File: src/rtl/ycfsm_seq.sv
// Clocked four-phase sequencer for one asynchronous ycfsm cell (or cell chain).
// Optional wait-state timeout/abort is compiled in with `define YCSEQ_TIMEOUT_EN.
module ycfsm_seq #(
  parameter int unsigned SYNC_STAGES = 2,
  parameter int unsigned RST_CYCLES  = 4,
  parameter int unsigned TIMEOUT     = 255
) (
  input  logic       clk,
  input  logic       reset_n,
  input  logic       cmd_valid,
  output logic       cmd_ready,
  input  logic       cmd_rst,
  input  logic [1:0] cmd_in,
  input  logic [1:0] cmd_match,
  output logic       rsp_valid,
  input  logic       rsp_ready,
  output logic [1:0] rsp_out,
  output logic       rsp_err,
  output logic       cell_reset,
  output logic [1:0] cell_in,
  output logic [1:0] cell_match,
  input  logic [1:0] cell_out,
  output logic       busy
);

  localparam int unsigned CW = (RST_CYCLES < 2) ? 1 : $clog2(RST_CYCLES + 1);
  localparam logic [1:0] C_ILLEGAL = 2'b11;

  if (SYNC_STAGES < 2 || SYNC_STAGES > 4 || RST_CYCLES < 1 || TIMEOUT < 1) begin : g_bad_params
    $error("ycfsm_seq: parameter out of legal range");
  end

  typedef enum logic [3:0] {
    S_IDLE, S_RST, S_RSTW, S_DRIVE, S_WVAL, S_CLR, S_WEMP, S_RESP, S_TRST
  } state_t;

  state_t          r_state;
  logic [1:0]      r_sync [SYNC_STAGES];
  logic [1:0]      r_sout_d;
  logic [CW-1:0]   r_cnt;
  logic            r_cmd_ready;
  logic            r_busy;
  logic            r_rsp_valid;
  logic [1:0]      r_rsp_out;
  logic            r_rsp_err;
  logic            r_cell_reset;
  logic [1:0]      r_cell_in;
  logic [1:0]      r_cell_match;

  logic [1:0]      w_sout;
  logic            w_full;
  logic            w_empty;

  // Extra delayed copy of sout: a code is trusted only once two successive samples agree.
  assign w_sout  = r_sync[SYNC_STAGES-1];
  assign w_full  = (w_sout == r_sout_d) && (w_sout != 2'b00);
  assign w_empty = (w_sout == r_sout_d) && (w_sout == 2'b00);

  always_ff @(posedge clk or negedge reset_n) begin
    if (!reset_n) begin
      for (int unsigned i = 0; i < SYNC_STAGES; i++) r_sync[i] <= '0;
      r_sout_d <= '0;
    end else begin
      r_sync[0] <= cell_out;
      for (int unsigned i = 1; i < SYNC_STAGES; i++) r_sync[i] <= r_sync[i-1];
      r_sout_d <= w_sout;
    end
  end

`ifdef YCSEQ_TIMEOUT_EN
  localparam int unsigned TW = (TIMEOUT < 2) ? 1 : $clog2(TIMEOUT + 1);
  logic [TW-1:0] r_tmo;
`endif

  always_ff @(posedge clk or negedge reset_n) begin
    if (!reset_n) begin
      r_state      <= S_IDLE;
      r_cnt        <= '0;
      r_cmd_ready  <= 1'b0;
      r_busy       <= 1'b0;
      r_rsp_valid  <= 1'b0;
      r_rsp_out    <= '0;
      r_rsp_err    <= 1'b0;
      r_cell_reset <= 1'b0;
      r_cell_in    <= '0;
      r_cell_match <= '0;
`ifdef YCSEQ_TIMEOUT_EN
      r_tmo        <= '0;
`endif
    end else begin
      case (r_state)
        S_IDLE: begin
          r_cmd_ready <= 1'b1;
          if (cmd_valid && r_cmd_ready) begin
            r_cmd_ready <= 1'b0;
            r_busy      <= 1'b1;
            if (cmd_rst) begin
              r_cell_reset <= 1'b1;
              r_cnt        <= CW'(RST_CYCLES - 1);
              r_state      <= S_RST;
            end else if (cmd_in == C_ILLEGAL || cmd_match == C_ILLEGAL) begin
              r_rsp_out   <= '0;
              r_rsp_err   <= 1'b1;
              r_rsp_valid <= 1'b1;
              r_state     <= S_RESP;
            end else begin
              r_cell_in    <= cmd_in;
              r_cell_match <= cmd_match;
              r_state      <= S_DRIVE;
            end
          end
        end
        S_RST: begin
          if (r_cnt == '0) begin
            r_cell_reset <= 1'b0;
            r_state      <= S_RSTW;
          end else begin
            r_cnt <= r_cnt - 1'b1;
          end
        end
        S_RSTW: begin
          if (w_empty) begin
            r_rsp_out   <= '0;
            r_rsp_err   <= 1'b0;
            r_rsp_valid <= 1'b1;
            r_state     <= S_RESP;
          end
        end
        S_DRIVE: r_state <= S_WVAL;
        S_WVAL: begin
          if (w_full) begin
            r_rsp_out <= w_sout;
            r_rsp_err <= (w_sout == C_ILLEGAL);
            r_state   <= S_CLR;
          end
        end
        S_CLR: begin
          r_cell_in    <= '0;
          r_cell_match <= '0;
          r_state      <= S_WEMP;
        end
        S_WEMP: begin
          if (w_empty) begin
            r_rsp_valid <= 1'b1;
            r_state     <= S_RESP;
          end
        end
        S_RESP: begin
          if (r_rsp_valid && rsp_ready) begin
            r_rsp_valid <= 1'b0;
            r_busy      <= 1'b0;
            r_cmd_ready <= 1'b1;
            r_state     <= S_IDLE;
          end
        end
        S_TRST: begin
          if (r_cnt == '0) begin
            r_cell_reset <= 1'b0;
            r_rsp_valid  <= 1'b1;
            r_state      <= S_RESP;
          end else begin
            r_cnt <= r_cnt - 1'b1;
          end
        end
        default: r_state <= S_IDLE;
      endcase
`ifdef YCSEQ_TIMEOUT_EN
      // Placed after the case so an abort overrides any same-cycle normal exit.
      if (r_state == S_WVAL || r_state == S_WEMP || r_state == S_RSTW) begin
        if (r_tmo == TW'(TIMEOUT)) begin
          r_cell_in    <= '0;
          r_cell_match <= '0;
          r_cell_reset <= 1'b1;
          r_cnt        <= CW'(RST_CYCLES - 1);
          r_rsp_out    <= w_sout;
          r_rsp_err    <= 1'b1;
          r_rsp_valid  <= 1'b0;
          r_state      <= S_TRST;
        end else begin
          r_tmo <= r_tmo + 1'b1;
        end
      end else begin
        r_tmo <= '0;
      end
`endif
    end
  end

  assign cmd_ready  = r_cmd_ready;
  assign busy       = r_busy;
  assign rsp_valid  = r_rsp_valid;
  assign rsp_out    = r_rsp_out;
  assign rsp_err    = r_rsp_err;
  assign cell_reset = r_cell_reset;
  assign cell_in    = r_cell_in;
  assign cell_match = r_cell_match;

endmodule

File: config.mk
export PLATFORM = sky130hd
export DESIGN_NAME = ycfsm_seq
export DESIGN_NICKNAME = d
export VERILOG_FILES = /design/src/rtl/ycfsm_seq.sv
export SDC_FILE = /design/constraint.sdc
export NUM_CORES = 1
export LEC_CHECK = 0
export BUFFER_PORTS_ARGS = -buffer_cell sky130_fd_sc_hd__buf_4
export CAP_MARGIN = 20
export CORE_MARGIN = 8
export CORE_UTILIZATION = 50
export DETAILED_ROUTE_END_ITERATION = 10
export GPL_TIMING_DRIVEN = 0
export PLACE_DENSITY_LB_ADDON = 0.25
export SLEW_MARGIN = 10
export SYNTH_ARGS = -nofsm -noshare
export SYNTH_HDL_FRONTEND = slang
export SYNTH_SLANG_ARGS = --single-unit
File: constraint.sdc
create_clock -name clk -period 2.3 [get_ports clk]
set_clock_uncertainty 0.2 [all_clocks]
set_input_delay 0.575 -clock clk [delete_from_list [all_inputs] [get_ports clk]]
set_output_delay 0.575 -clock clk [all_outputs]
set_load 0.05 [all_outputs]
==> reports/metrics.cfg <==
[status]
status = completed

[route]
totalWireLength_mm = 2.50
num_vias = 952
first_iter_violations = 45
vias_per_cell = 5.67
drtAntennaViolNets = 0
post_drt_wl_per_cell_um = 14.9
dr.pass1.iters = 4
route.detailed.drc = 0

[place]
portBuffers = 21
place_hpwl_mm = 1.91
gp_congestion = 0.840
dp.cells = 163

[finish]
diodes = 0
final_cells = 168
final_cell_mix = 23 x buf_4, 23 x dfrtp_1, 14 x nand2_1
finalNetCount = 154
layout-drive-gt1-share_pct = 25.0
area_growth_pct = 19.3
fin_util_pct = 63.4

[sta]
slew_viol_final = 0
whs_ns = 0.162
clock.fmax_mhz = 500
final-setup-viol-count = 0
slew_headroom_pct = 63.8
hold_violations = 0
rsz0062_at_grt = false
fin_crit_ns = 2.00
min_period_over_period_pct = 86.9
tightest_slew_ns = 0.541
fin_tns_setup_ns = 0

[power_and_ir_drop]
ir_worst_vdd_mv = 0.872
pwr_density_cell_nw_per_um2 = 1360
p_leak_nw = 0.665
total_power_mw = 1.92

[critical_path]
slowest_stage = dfrtp_1
r2r_slack_ns = 0.30
cp.required_ns = 2.31
critical_path_class = reg -> reg
start_kind = flip-flop
worstPathArrival_ns = 2.01
cp_max_fo = 6
crit_end = rsp_err
cp-end-kind = flip-flop
startpoint = w_sout[1]
r2r-end = rsp_err
r2r_start = w_sout[1]
max_stage_delay_ns = 0.47
path_cells = nor4_1 > a21oi_1 > nor4_4 > mux2_4
reg2reg_depth = 4

[cts]
clkTransAtPathRegs_ns = 0.11
cts-root-buf = clkbuf_4
htreeDepth = 1
numCtsBuffers = 3
clk_latency_ns = 0.31
cts_setup_buffers = 0
clock_sinks = 23
clk_path_buf_depth = 2
cts_tree = yes

[synthesis]
avgSynthCellArea_um2 = 10.4
synthArstFlopShare_pct = 100
syn_area_um2 = 1190
ys_warn_count = 0
ys.flop_type = dfrtp_1
seq_area_frac_synth_pct = 48.5
netlist-cell-type-count = 37
syn_nets = 127
syn_inst = 114
ys_seq_elements = 23
synth_edf_count = 0

[die]
die_area_um2 = 4190
die_w_um = 64.7
fp.dieH_um = 64.7
coreArea_um2 = 2230
std_cell_rows = 17
start_util_pct = 53.2
ios = 22

[flow_run]
maxCapViolations = 0

[worst_hold_path]
min_path_type = reg -> reg
min_from = r_sync[3]

[global_route]
grt.total_usage_pct = 12.7
antenna_found_initial = 0
grt_first_pass_wirelength_mm = 4.26
grt_pass1_vias = 1006
grt_max_degree = 24
grt_overflow_total = 0

cell usage after synthesis, drive strengths merged, types with 3 or more instances:
library cell	number	area share (%)
dfrtp	23	48
nor2	6	1.9
mux2i	6	5.1
nand2	14	4.4
nand3	3	1.3
o21a	4	2.5
inv	12	3.8
nor4	3	2.8
buf	4	2.6
o21ai	5	2.1
a21oi	8	4.3
sequential cells by signal, summed over array words and instances (netlist names):
register,flops
cell_in,2
r_sync,2
cmd_ready,1
rsp_out,2
r_sout_d,2
r_cnt,3
rsp_err,1
cell_match,2
cell_reset,1
rsp_valid,1
r_state,3
w_sout,2
busy,1
cell families (layout without fill, tap and decap cells):
family | after synthesis | count (layout) | share of synthesized area [%]
multiplexers | 8 | 8 | 7.27
buffers and inverters | 16 | 42 | 6.43
AND/OR/NAND/NOR | 35 | 35 | 16.9
flip-flops | 23 | 23 | 48.5
AO/OA/AOI/OAI | 29 | 29 | 18.1
adder cells (fa/ha/maj) | 2 | 2 | 2.11
XOR/XNOR | 1 | 1 | 0.738
worst min-delay path by stage:
stage                     cells past startpoint   endpoint  slack [ns]
after detailed placement                      0  w_sout[1]        0.14
after global placement                        0  w_sout[0]        0.13
final                                         0  w_sout[1]        0.16
after floorplan                               0       busy        0.08
after global routing                          1  r_sync[3]        0.14
after CTS                                     1  r_sync[3]        0.16
critical path, delay by kind of cell, from the launching register on:
| kind | cells | cell delay [ns] |
|---|---|---|
| compound gates | 1 | 0.18 |
| flops | 1 | 0.47 |
| simple gates | 2 | 0.72 |
| mux | 1 | 0.33 |
cell type report:
type,instances,area (um2)
plain buffers,4,31.3
well taps,28,35.0
repair buffers,22,168
clock buffers,4,26.3
fillers,202,817
multi-input cells,75,536
inverters,12,45.0
flip-flops and latches,23,576
layer usage:
layer	GRT usage [%]	share of wire, %	vias to the layer above
li1	-	-	459
met1	13.9	45	459
met2	22.0	48	29
met3	4.12	6.0	5
met4	5.72	1.4	0
met5	0	0	-
timing repair:
action | CTS | global route
hold endpoints to repair | 23 | 0
hold buffers | 1 | 0
endpoints found under the setup margin | 0 | 0
resized for setup | 0 | 0
per-stage QoR:
stage / cell area [um2] / setup slack (ns)
after floorplan: 1190 / 0.270
after global placement: 1380 / 0.158
after detailed placement: 1380 / 0.0914
after CTS: 1420 / 0.316
after global routing: 1420 / 0.288
final: 1420 / 0.302
report_power, final:
group | internal (mW) | switching [mW]
clock network | 0.0678 | 0.117
registers | 0.534 | 0.0946
logic | 0.431 | 0.678
Note: power is estimated with default switching activity, not from simulation.
